File: src/rtl/counter20_ctrl_if.sv
// Control and display bundle between the push-button front end and the mod-20 sequencer.
// The master drives the buttons and the direction switch; the slave returns the count status.
interface counter20_ctrl_if;
    logic       start;
    logic       stop;
    logic       clear;
    logic       up;
    logic [4:0] state;
    logic       wrap;
    logic       running;

    modport master (
        output start, stop, clear, up,
        input  state, wrap, running
    );

    modport slave (
        input  start, stop, clear, up,
        output state, wrap, running
    );
endinterface

File: src/rtl/counter20_ctrl.sv
// Mod-(MAXCNT+1) up/down display counter stepping once per DIV clocks.
// Start, stop and clear are rising-edge buttons; clear has priority, then stop, then start.
module counter20_ctrl #(
    parameter int DIV    = 50000000,
    parameter int MAXCNT = 19
) (
    input  logic             clk,
    input  logic             rst,
    counter20_ctrl_if.slave  bus
);

    localparam int         PW       = $clog2(DIV);
    localparam logic [PW-1:0] PRE_LAST = PW'(DIV - 1);
    localparam logic [4:0] MAX5     = 5'(MAXCNT);

    typedef enum logic [1:0] {
        S_IDLE,
        S_RUN,
        S_PAUSE
    } fsm_t;

    fsm_t          r_fsm;
    logic [4:0]    r_count;
    logic [PW-1:0] r_pre;
    logic          r_wrap;
    logic          r_running;
    logic          r_start_prev;
    logic          r_stop_prev;
    logic          r_clear_prev;

    logic          w_start_edge;
    logic          w_stop_edge;
    logic          w_clear_edge;
    logic          w_tick;
    logic [4:0]    w_next_count;
    logic          w_wrap_evt;

    assign w_start_edge = bus.start & ~r_start_prev;
    assign w_stop_edge  = bus.stop  & ~r_stop_prev;
    assign w_clear_edge = bus.clear & ~r_clear_prev;
    assign w_tick       = (r_pre == PRE_LAST);

    // Count value and wrap flag that a tick in this cycle would produce.
    always_comb begin
        w_next_count = r_count;
        w_wrap_evt   = 1'b0;
        if (bus.up) begin
            if (r_count >= MAX5) begin
                w_next_count = 5'd0;
                w_wrap_evt   = 1'b1;
            end else begin
                w_next_count = r_count + 5'd1;
            end
        end else begin
            if (r_count == 5'd0) begin
                w_next_count = MAX5;
                w_wrap_evt   = 1'b1;
            end else begin
                w_next_count = r_count - 5'd1;
            end
        end
    end

    always_ff @(posedge clk or posedge rst) begin
        if (rst) begin
            r_fsm        <= S_IDLE;
            r_count      <= 5'd0;
            r_pre        <= '0;
            r_wrap       <= 1'b0;
            r_running    <= 1'b0;
            r_start_prev <= 1'b0;
            r_stop_prev  <= 1'b0;
            r_clear_prev <= 1'b0;
        end else begin
            r_start_prev <= bus.start;
            r_stop_prev  <= bus.stop;
            r_clear_prev <= bus.clear;
            r_wrap       <= 1'b0;

            if (w_clear_edge) begin
                r_fsm     <= S_IDLE;
                r_count   <= 5'd0;
                r_pre     <= '0;
                r_running <= 1'b0;
            end else begin
                case (r_fsm)
                    S_IDLE: begin
                        r_count <= 5'd0;
                        r_pre   <= '0;
                        if (w_start_edge && !w_stop_edge) begin
                            r_fsm     <= S_RUN;
                            r_running <= 1'b1;
                        end
                    end
                    S_RUN: begin
                        // A step landing on the same edge as stop is still taken.
                        if (w_tick) begin
                            r_pre   <= '0;
                            r_count <= w_next_count;
                            r_wrap  <= w_wrap_evt;
                        end else begin
                            r_pre <= r_pre + PW'(1);
                        end
                        if (w_stop_edge) begin
                            r_fsm     <= S_PAUSE;
                            r_running <= 1'b0;
                        end
                    end
                    S_PAUSE: begin
                        if (w_start_edge && !w_stop_edge) begin
                            r_fsm     <= S_RUN;
                            r_running <= 1'b1;
                        end
                    end
                    default: begin
                        r_fsm     <= S_IDLE;
                        r_running <= 1'b0;
                    end
                endcase
            end
        end
    end

    assign bus.state   = r_count;
    assign bus.wrap    = r_wrap;
    assign bus.running = r_running;

endmodule

File: src/flat_wrapper.sv
// flat-port wrapper written by rule: the top's interface ports become plain ports
module counter20_ctrl_flat 
#(
    parameter int DIV    = 50000000,
    parameter int MAXCNT = 19
)
  (clk, rst, bus_start, bus_stop, bus_clear, bus_up, bus_state, bus_wrap, bus_running);
  counter20_ctrl_if bus_i ();
  input  logic clk;
  input  logic rst;
  input wire logic [$bits(bus_i.start)-1:0] bus_start;
  input wire logic [$bits(bus_i.stop)-1:0] bus_stop;
  input wire logic [$bits(bus_i.clear)-1:0] bus_clear;
  input wire logic [$bits(bus_i.up)-1:0] bus_up;
  output wire logic [$bits(bus_i.state)-1:0] bus_state;
  output wire logic [$bits(bus_i.wrap)-1:0] bus_wrap;
  output wire logic [$bits(bus_i.running)-1:0] bus_running;
  assign bus_i.start = bus_start;
  assign bus_i.stop = bus_stop;
  assign bus_i.clear = bus_clear;
  assign bus_i.up = bus_up;
  assign bus_state = bus_i.state;
  assign bus_wrap = bus_i.wrap;
  assign bus_running = bus_i.running;
  counter20_ctrl #(.DIV(DIV), .MAXCNT(MAXCNT)) u_core (.clk(clk), .rst(rst), .bus(bus_i));
endmodule
File: config.mk
export PLATFORM = sky130hd
export DESIGN_NAME = counter20_ctrl_flat
export DESIGN_NICKNAME = d
export VERILOG_FILES = /design/src/rtl/counter20_ctrl_if.sv /design/src/rtl/counter20_ctrl.sv /design/src/flat_wrapper.sv
export SDC_FILE = /design/constraint.sdc
export NUM_CORES = 1
export LEC_CHECK = 0
export BUFFER_PORTS_ARGS = -buffer_cell sky130_fd_sc_hd__buf_2
export CAP_MARGIN = 40
export CELL_PAD_IN_SITES_DETAIL_PLACEMENT = 0
export CELL_PAD_IN_SITES_GLOBAL_PLACEMENT = 1
export CORE_UTILIZATION = 47
export CTS_CLUSTER_SIZE = 12
export DETAILED_ROUTE_END_ITERATION = 12
export GPL_TIMING_DRIVEN = 1
export PLACE_DENSITY = 0.86
export REMOVE_ABC_BUFFERS = 1
export SETUP_SLACK_MARGIN = 0.2
export SYNTH_ARGS = -nofsm -noshare
export SYNTH_HDL_FRONTEND = slang
export SYNTH_SLANG_ARGS = --single-unit
File: constraint.sdc
create_clock -name clk -period 2.36 [get_ports clk]
set_input_delay 0.472 -clock clk [delete_from_list [all_inputs] [get_ports clk]]
set_output_delay 0.472 -clock clk [all_outputs]
set_load 0.01 [all_outputs]
==> results of run 1 <==
[kinds of logic after synthesis]
family	after synthesis	share of synthesized area (%)
AOI/OAI and AO/OA	63	17.8
buffers and inverters	18	3.33
muxes	6	2.82
xor gates and xnor gates	2	0.790
and+or+nand+nor	108	29.5
adders and majority gates	5	2.82
DFF	38	42.9
[cell usage after synthesis, types with 3 or more instances]
library cell  number  share of area (%)
inv_1              7                1.2
nand2b_1           9                2.5
o31ai_1            4                1.4
nor2b_1            3               0.85
a31oi_1           16                4.5
nand2_1           27                4.6
ha_1               5                2.8
nand3b_1           6                2.0
clkbuf_1           6                1.0
and2_1             3               0.85
o21ai_1            5                1.1
a21oi_1           17                3.8
mux2i_1            4                1.8
dfrtp_1           38                 43
nand3_1           12                2.7
nand4_1            9                2.5
o21ai_0            6                1.4
and4_1             4                1.6
buf_2              5                1.1
a22o_1             3                1.2
nor2_1            10                1.7
[area by class of cell]
type                            instances  area [um^2]  area share, %
Multi-Input combinational cell        184         1210           48.8
Sequential cell                        38          952           38.4
Timing Repair Buffer                   20          120           4.84
Clock buffer                            7         76.3           3.08
Tap cell                               52         65.1           2.62
Clock inverter                          1         30.0           1.21
Inverter                                7         26.3           1.06
[power groups by stage]
stage / clock network (mW) / logic [mW] / registers, mW
after global placement: 0 / 0.222 / 0.713
after global routing: 0.580 / 0.258 / 0.706
final: 0.540 / 0.229 / 0.702
after floorplan: 0 / 0.147 / 0.712
after CTS: 0.558 / 0.225 / 0.701
after detailed placement: 0 / 0.225 / 0.714
[worst max path at each step]
stage	start	endpoint	slack, ns	cells past startpoint
6_report	u_core.r_pre[1]$_DFFE_PP0P_	u_core.bus.state[1]$_DFFE_PP0P_	0.34	6
5_1_grt	u_core.bus.state[0]$_DFFE_PP0P_	u_core.bus.state[1]$_DFFE_PP0P_	0.22	5
4_1_cts	u_core.r_pre[10]$_DFFE_PP0P_	u_core.bus.state[1]$_DFFE_PP0P_	0.21	5
3_5_place_dp	u_core.r_pre[10]$_DFFE_PP0P_	u_core.bus.state[1]$_DFFE_PP0P_	0.24	5
3_3_place_gp	u_core.r_pre[10]$_DFFE_PP0P_	u_core.bus.state[0]$_DFFE_PP0P_	0.34	5
2_1_floorplan	u_core.r_pre[12]$_DFFE_PP0P_	u_core.bus.state[0]$_DFFE_PP0P_	-0.30	5
[flip-flops by register name, summed over array words and instances (netlist names)]
name / count
u_core.bus.running: 1
u_core.bus.state: 5
u_core.bus.wrap: 1
u_core.r_clear_prev: 1
u_core.r_fsm: 2
u_core.r_pre: 26
u_core.r_start_prev: 1
u_core.r_stop_prev: 1
[per-layer routing]
layer / GRT usage, % / up-vias / routed length [um] / part of all wire [%]
li1: - / 931 / - / -
met1: 29.9 / 895 / 2400 / 49
met2: 34.5 / 33 / 2280 / 46
met3: 4.84 / 7 / 187 / 3.8
met4: 6.67 / 0 / 70 / 1.4
met5: 0 / - / 0 / 0
[stage by stage]
step	setup slack (ns)	total power, mW	cells	hold slack [ns]	TNS [ns]
after floorplan	-0.299	0.859	229	0.451	-1.30
after global placement	0.342	0.935	301	0.479	0
after detailed placement	0.239	0.939	301	0.480	0
after CTS	0.209	1.48	309	0.292	0
after global routing	0.219	1.54	309	0.289	0
final	0.337	1.47	309	0.291	0
[worst max-delay path, stage by stage, from the launching register on]
cell,delay (ns)
dfrtp_1,0.45
ha_2,0.28
nand4b_1,0.17
nor4_4,0.37
a21oi_4,0.14
nand2b_1,0.19
o41ai_2,0.33
[cell usage in the layout, fill, tap and decap left out, types with 4 or more instances in the layout]
master	n
dfrtp_1	37
nand2_1	27
a21oi_1	17
a31oi_1	16
nand3_1	12
buf_2	12
nor2_1	10
nand2b_1	9
nand4_1	9
buf_4	8
inv_1	7
nand3b_1	6
o21ai_0	6
o21ai_1	5
clkbuf_8	5
and4_1	4
mux2i_1	4
o31ai_1	4
ha_1	4
==> metrics.md, run 1 <==
| Metric | Value |
|---|---|
| Status | finished, violations left |
| Failing checks | DRC |
| Slew @ Worst Pin | 0.709 ns |
| Synth-to-Final Area Change | 11.9% |
| Setup Viol. Count Final | 0 |
| # rows | 24 |
| Cell count after synthesis | 240 |
| Finished Core Util | 55.8% |
| RR Startpoint | u_core.r_pre[1]$_DFFE_PP0P_ |
| CP Max Fanout | 8 |
| Startpoint Class | register |
| Worst Path Required | 2.54 ns |
| Clock buffer depth | 2 |
| Cell variety after synth | 51 |
| Slew Limit Fails | 0 |
| Via count | 1866 |
| Residual DRC | 4 |
| WL final | 4.93 mm |
| HP Class | input pin to async pin |
| #FFs+latches synth | 38 |
| CTS buffer count | 5 |
| Sw Ratio | 26.8% |
| Worst skew pair latency | 0.29 ns |
| DR pass1 iterations | 8 |
| Die Ht | 70.7 um |
| Power per cell area | 593 mW/mm^2 |
| Sequential share of the synthesized area | 42.9% |
| Initial DRC Count | 173 |
| Vias in the first global route | 1801 |
| Clk pwr share | 36.7% |
| Setup Fix Bufs, Post-CTS | 0 |
| Post-route cell area | 0.00248 mm^2 |
| Clk sinks | 38 |
| Worst-path clk slew | 0.08 ns |
| Final hold vios | 0 |
| CTS H-tree lvls | 2 |
| Detail Route Antenna Nets | 0 |
| Final min period | 2.02 ns |
| Final period utilization | 85.7% |
| PostCTS Resize Cnt | 0 |
| Tot GR Track Use | 21.8% |
| Reg-to-Reg End | u_core.bus.state[1]$_DFFE_PP0P_ |
| IO Pins | 13 |
| CORE AREA | 0.00444 mm^2 |
| Initial antenna violation count | 0 |
| Starting density of the core | 49.9% |
| YS warnings | 0 |
| Final Wtd Congestion | 0.792 |
| GRT overflow | 0 |
| Fillcell total | 421 |
| Kind of end point of the critical path | register |
| Largest net degree at the start of global routing | 39 |
| DPL Wire Length | 3.37 mm |
| Mapped cell area | 0.00222 mm^2 |
| Drt wl/cell | 16.0 um |
| Clock Tree Root | clkbuf_8 |
| Post-synth EDFFs | 0 |
| Syn Area/Cell | 9.24 um^2 |
| FFs w/ async S/R, synth | 100% |
| Post-Place Cell Area | 0.00236 mm^2 |
| CTS tree | built |
| First-pass GRT wire length | 8.53 mm |
| Combinational share of power | 15.5% |
| Unrepaired setup endpoints after global routing | false |
| Diodes inserted | 0 |
| Via density | 6.04 |
| WS Path Type | register to register |
| Post-layout nets | 267 |
| Flop-to-flop setup slack | 0.34 ns |
| Seq pwr share | 47.8% |
| Share of cells above drive strength 1 | 15.6% |
| Switching power | 394 uW |
| Maxcap violations | 0 |
| Port bufs | 12 |
| Skew final | 0.00777 ns |
| Slew HR | 52.7% |
| Die X-Extent | 70.7 um |
| Peak supply drop | 0.288 mV |
| Leakage power | 1.05 nW |
| Ys flop type | dfrtp_1 |
| CTS Hold Buffers Added | 0 |
| Die area | 0.00500 mm^2 |
| Internal power | 1.08 mW |
| Critical path arrival | 2.21 ns |
| FF-to-FF path depth | 6 |
| Peak Freq | 0.494 GHz |
No activity file was read; power rests on OpenSTA's default activity.
==> run 2, diff against run 1 <==
--- a/config.mk
+++ b/config.mk
@@ -12,7 +12,7 @@
 export CORE_UTILIZATION = 47
 export CTS_CLUSTER_SIZE = 12
 export DETAILED_ROUTE_END_ITERATION = 12
-export GPL_TIMING_DRIVEN = 1
+export GPL_TIMING_DRIVEN = 0
 export PLACE_DENSITY = 0.86
 export REMOVE_ABC_BUFFERS = 1
 export SETUP_SLACK_MARGIN = 0.2
==> metrics.md, run 2 (synthesis gave the netlist of run 1 again) <==
| Metric | Value |
|---|---|
| Clk pwr share | 32.4% (was 36.7%) |
| DPL Wire Length | 3.10 mm (was 3.37 mm) |
| Clock buffer depth | 2 (unchanged) |
| CORE AREA | 0.00444 mm^2 (unchanged) |
| CTS buffer count | 5 (unchanged) |
| Post-route cell area | 0.00266 mm^2 (was 0.00248 mm^2) |
| Final period utilization | 92.2% (was 85.7%) |
| CTS tree | built (unchanged) |
| Clk sinks | 38 (unchanged) |
| Commonest non-fill, non-tap cell in the layout | dfrtp_1 (unchanged) |
| CTS Hold Buffers Added | 0 (unchanged) |
| HP Class | input pin to register (was input pin to async pin) |
| Worst-path cell chain | or4_4, nor4_4, a21oi_4, buf_4, a211o_1, a21o_1 (was ha_2, nand4b_1, nor4_4, a21oi_4, nand2b_1, o41ai_2) |
| # rows | 24 (unchanged) |
| Initial antenna violation count | 0 (unchanged) |
| Share of cells above drive strength 1 | 22.7% (was 15.6%) |
| Peak per-stage delay on the critical path | 0.53 ns (was 0.45 ns) |
| Maxcap violations | 0 (unchanged) |
| CP Max Fanout | 12 (was 8) |
| Critical path arrival | 2.35 ns (was 2.21 ns) |
| Starting density of the core | 49.9% (unchanged) |
| Reg-to-Reg End | u_core.bus.state[4]$_DFFE_PP0P_ (was u_core.bus.state[1]$_DFFE_PP0P_) |
| Worst-path clk slew | 0.08 ns (about the same) |
| WL final | 5.24 mm (was 4.93 mm) |
| Peak Freq | 0.459 GHz (was 0.494 GHz) |
| Combinational share of power | 19.7% (was 15.5%) |
| Drt wl/cell | 16.3 um (was 16.0 um) |
| Switching power | 420 uW (was 394 uW) |
| Seq pwr share | 47.9% (was 47.8%) |
| Max reg flops | 26 (unchanged) |
| GRT overflow | 0 (unchanged) |
| Die area | 0.00500 mm^2 (unchanged) |
| Post-route total power | 1.46 mW (was 1.47 mW) |
| Initial DRC Count | 155 (was 173) |
| CP max-delay cell | or4_4 (was dfrtp_1) |
| Port bufs | 12 (unchanged) |
| RR Startpoint | u_core.r_pre[10]$_DFFE_PP0P_ (was u_core.r_pre[1]$_DFFE_PP0P_) |
| Via count | 1957 (was 1866) |
| Status | finished, violations left (unchanged) |
| Setup Viol. Count Final | 0 (unchanged) |
| Startpoint Class | register (unchanged) |
| Final min period | 2.18 ns (was 2.02 ns) |
| Vias in the first global route | 1761 (was 1801) |
| FF-to-FF path depth | 6 (unchanged) |
| Diodes inserted | 0 (unchanged) |
| CP startpoint | u_core.r_pre[10]$_DFFE_PP0P_ (was u_core.r_pre[1]$_DFFE_PP0P_) |
| Flop-to-flop setup slack | 0.18 ns (was 0.34 ns) |
| Leakage power | 1.15 nW (was 1.05 nW) |
| Internal power | 1.04 mW (was 1.08 mW) |
| Die Ht | 70.7 um (unchanged) |
| First-pass GRT wire length | 8.36 mm (was 8.53 mm) |
| CTS H-tree lvls | 2 (unchanged) |
| Fin Hold WS | 0.296 ns (was 0.291 ns) |
| Final hold vios | 0 (unchanged) |
| Worst Path Required | 2.54 ns (about the same) |
| Sw Ratio | 28.8% (was 26.8%) |
| Power per cell area | 549 mW/mm^2 (was 593 mW/mm^2) |
| Kind of end point of the critical path | register (unchanged) |
| Clock Tree Root | clkbuf_8 (unchanged) |
| IO Pins | 13 (unchanged) |
| Fillcell total | 384 (was 421) |
| Largest net degree at the start of global routing | 39 (unchanged) |
| Met2 wire length | 2.41 mm (was 2.28 mm) |
| Final std cells w/o fill | 321 (was 309) |
| Worst skew pair latency | 0.29 ns (about the same) |
| Residual DRC | 4 (unchanged) |
| Detail Route Antenna Nets | 0 (unchanged) |
| Slew @ Worst Pin | 0.785 ns (was 0.709 ns) |
| Unrepaired setup endpoints after global routing | true (was false) |
| Post-Place Cell Area | 0.00233 mm^2 (was 0.00236 mm^2) |
| WS Path Type | register to register (unchanged) |
| Metal-1 WL | 2.59 mm (was 2.40 mm) |
| Post-layout nets | 279 (was 267) |
| Commonest non-fill, non-tap cells in the layout | 35 x dfrtp_1, 27 x nand2_1, 16 x a31oi_1, 16 x buf_4, 15 x a21oi_1 (was 37 x dfrtp_1, 27 x nand2_1, 17 x a21oi_1) |
| Top Metal Used | met4 (unchanged) |
| Slew HR | 47.6% (was 52.7%) |
| Critical Path End | u_core.bus.state[4]$_DFFE_PP0P_ (was u_core.bus.state[1]$_DFFE_PP0P_) |
| Placed Instances | 295 (was 301) |
| Die X-Extent | 70.7 um (unchanged) |
| WL met3 | 153 um (was 187 um) |
| DR pass1 iterations | 8 (unchanged) |
| Skew final | 0.00387 ns (was 0.00777 ns) |
| Peak supply drop | 0.417 mV (was 0.288 mV) |
| Via density | 6.10 (was 6.04) |
| Tot GR Track Use | 21.2% (was 21.8%) |
| Failing checks | DRC (unchanged) |
| Most flops, register | u_core.r_pre (unchanged) |
| Final Wtd Congestion | 0.760 (was 0.792) |
| Slew Limit Fails | 0 (unchanged) |
| Synth-to-Final Area Change | 19.8% (was 11.9%) |
[run 2: how the worst min path moves through the flow]
stage                                 startpoint                       endpoint  slack (ns)  cells after the start
global route                           bus_clear  u_core.r_clear_prev$_DFF_PP0_        0.29                      1
detailed placement  u_core.r_pre[25]$_DFFE_PP0P_   u_core.r_pre[25]$_DFFE_PP0P_        0.48                      1
global placement    u_core.r_pre[25]$_DFFE_PP0P_   u_core.r_pre[25]$_DFFE_PP0P_        0.47                      1
CTS                                    bus_clear  u_core.r_clear_prev$_DFF_PP0_        0.29                      1
floorplan           u_core.r_pre[25]$_DFFE_PP0P_   u_core.r_pre[25]$_DFFE_PP0P_        0.45                      1
finish                                 bus_clear  u_core.r_clear_prev$_DFF_PP0_        0.30                      1
[run 2: final cells by class]
class / count / area (um^2) / share of cell area, %
multi-input cells: 184 / 1250 / 46.9
flip-flops and latches: 38 / 955 / 36.0
repair buffers: 32 / 268 / 10.1
clock buffers: 6 / 82.6 / 3.11
well taps: 52 / 65.1 / 2.45
inverters: 7 / 26.3 / 0.990
clock inverters: 2 / 12.5 / 0.471
[run 2: repair_timing]
action,CTS,global route
gates resized for setup,4,7
gates cloned,1,1
setup buffers,8,8
pin swaps,1,6
setup endpoints to repair,3,4
[run 2: stage by stage]
stage / util, % / TNS [ns] / setup WS [ns]
2_1_floorplan: - / -1.30 / -0.299
3_3_place_gp: 51.6 / -22.70 / -1.02
3_5_place_dp: 52.5 / -0.159 / -0.159
4_1_cts: 57.2 / 0 / 0.206
5_1_grt: 59.7 / 0 / 0.120
6_report: 59.7 / 0 / 0.183
[run 2: critical path: cells and delay by family, from the launching register on]
kind	cells	cell delay [ns]
simple gates	2	0.87
compound gates	3	0.60
flops	1	0.40
buf+inv	1	0.19
[run 2: routing by layer]
layer,vias to the layer above,track usage [%]
met5,-,0
met4,0,6.00
met3,7,3.85
met2,37,34.3
met1,955,29.5
li1,958,-
[run 2: power groups by stage]
stage	clock network [mW]	logic [mW]	registers [mW]
4_1_cts	0.483	0.248	0.697
5_1_grt	0.502	0.317	0.703
3_5_place_dp	0	0.219	0.712
2_1_floorplan	0	0.147	0.712
3_3_place_gp	0	0.208	0.711
6_report	0.472	0.288	0.698
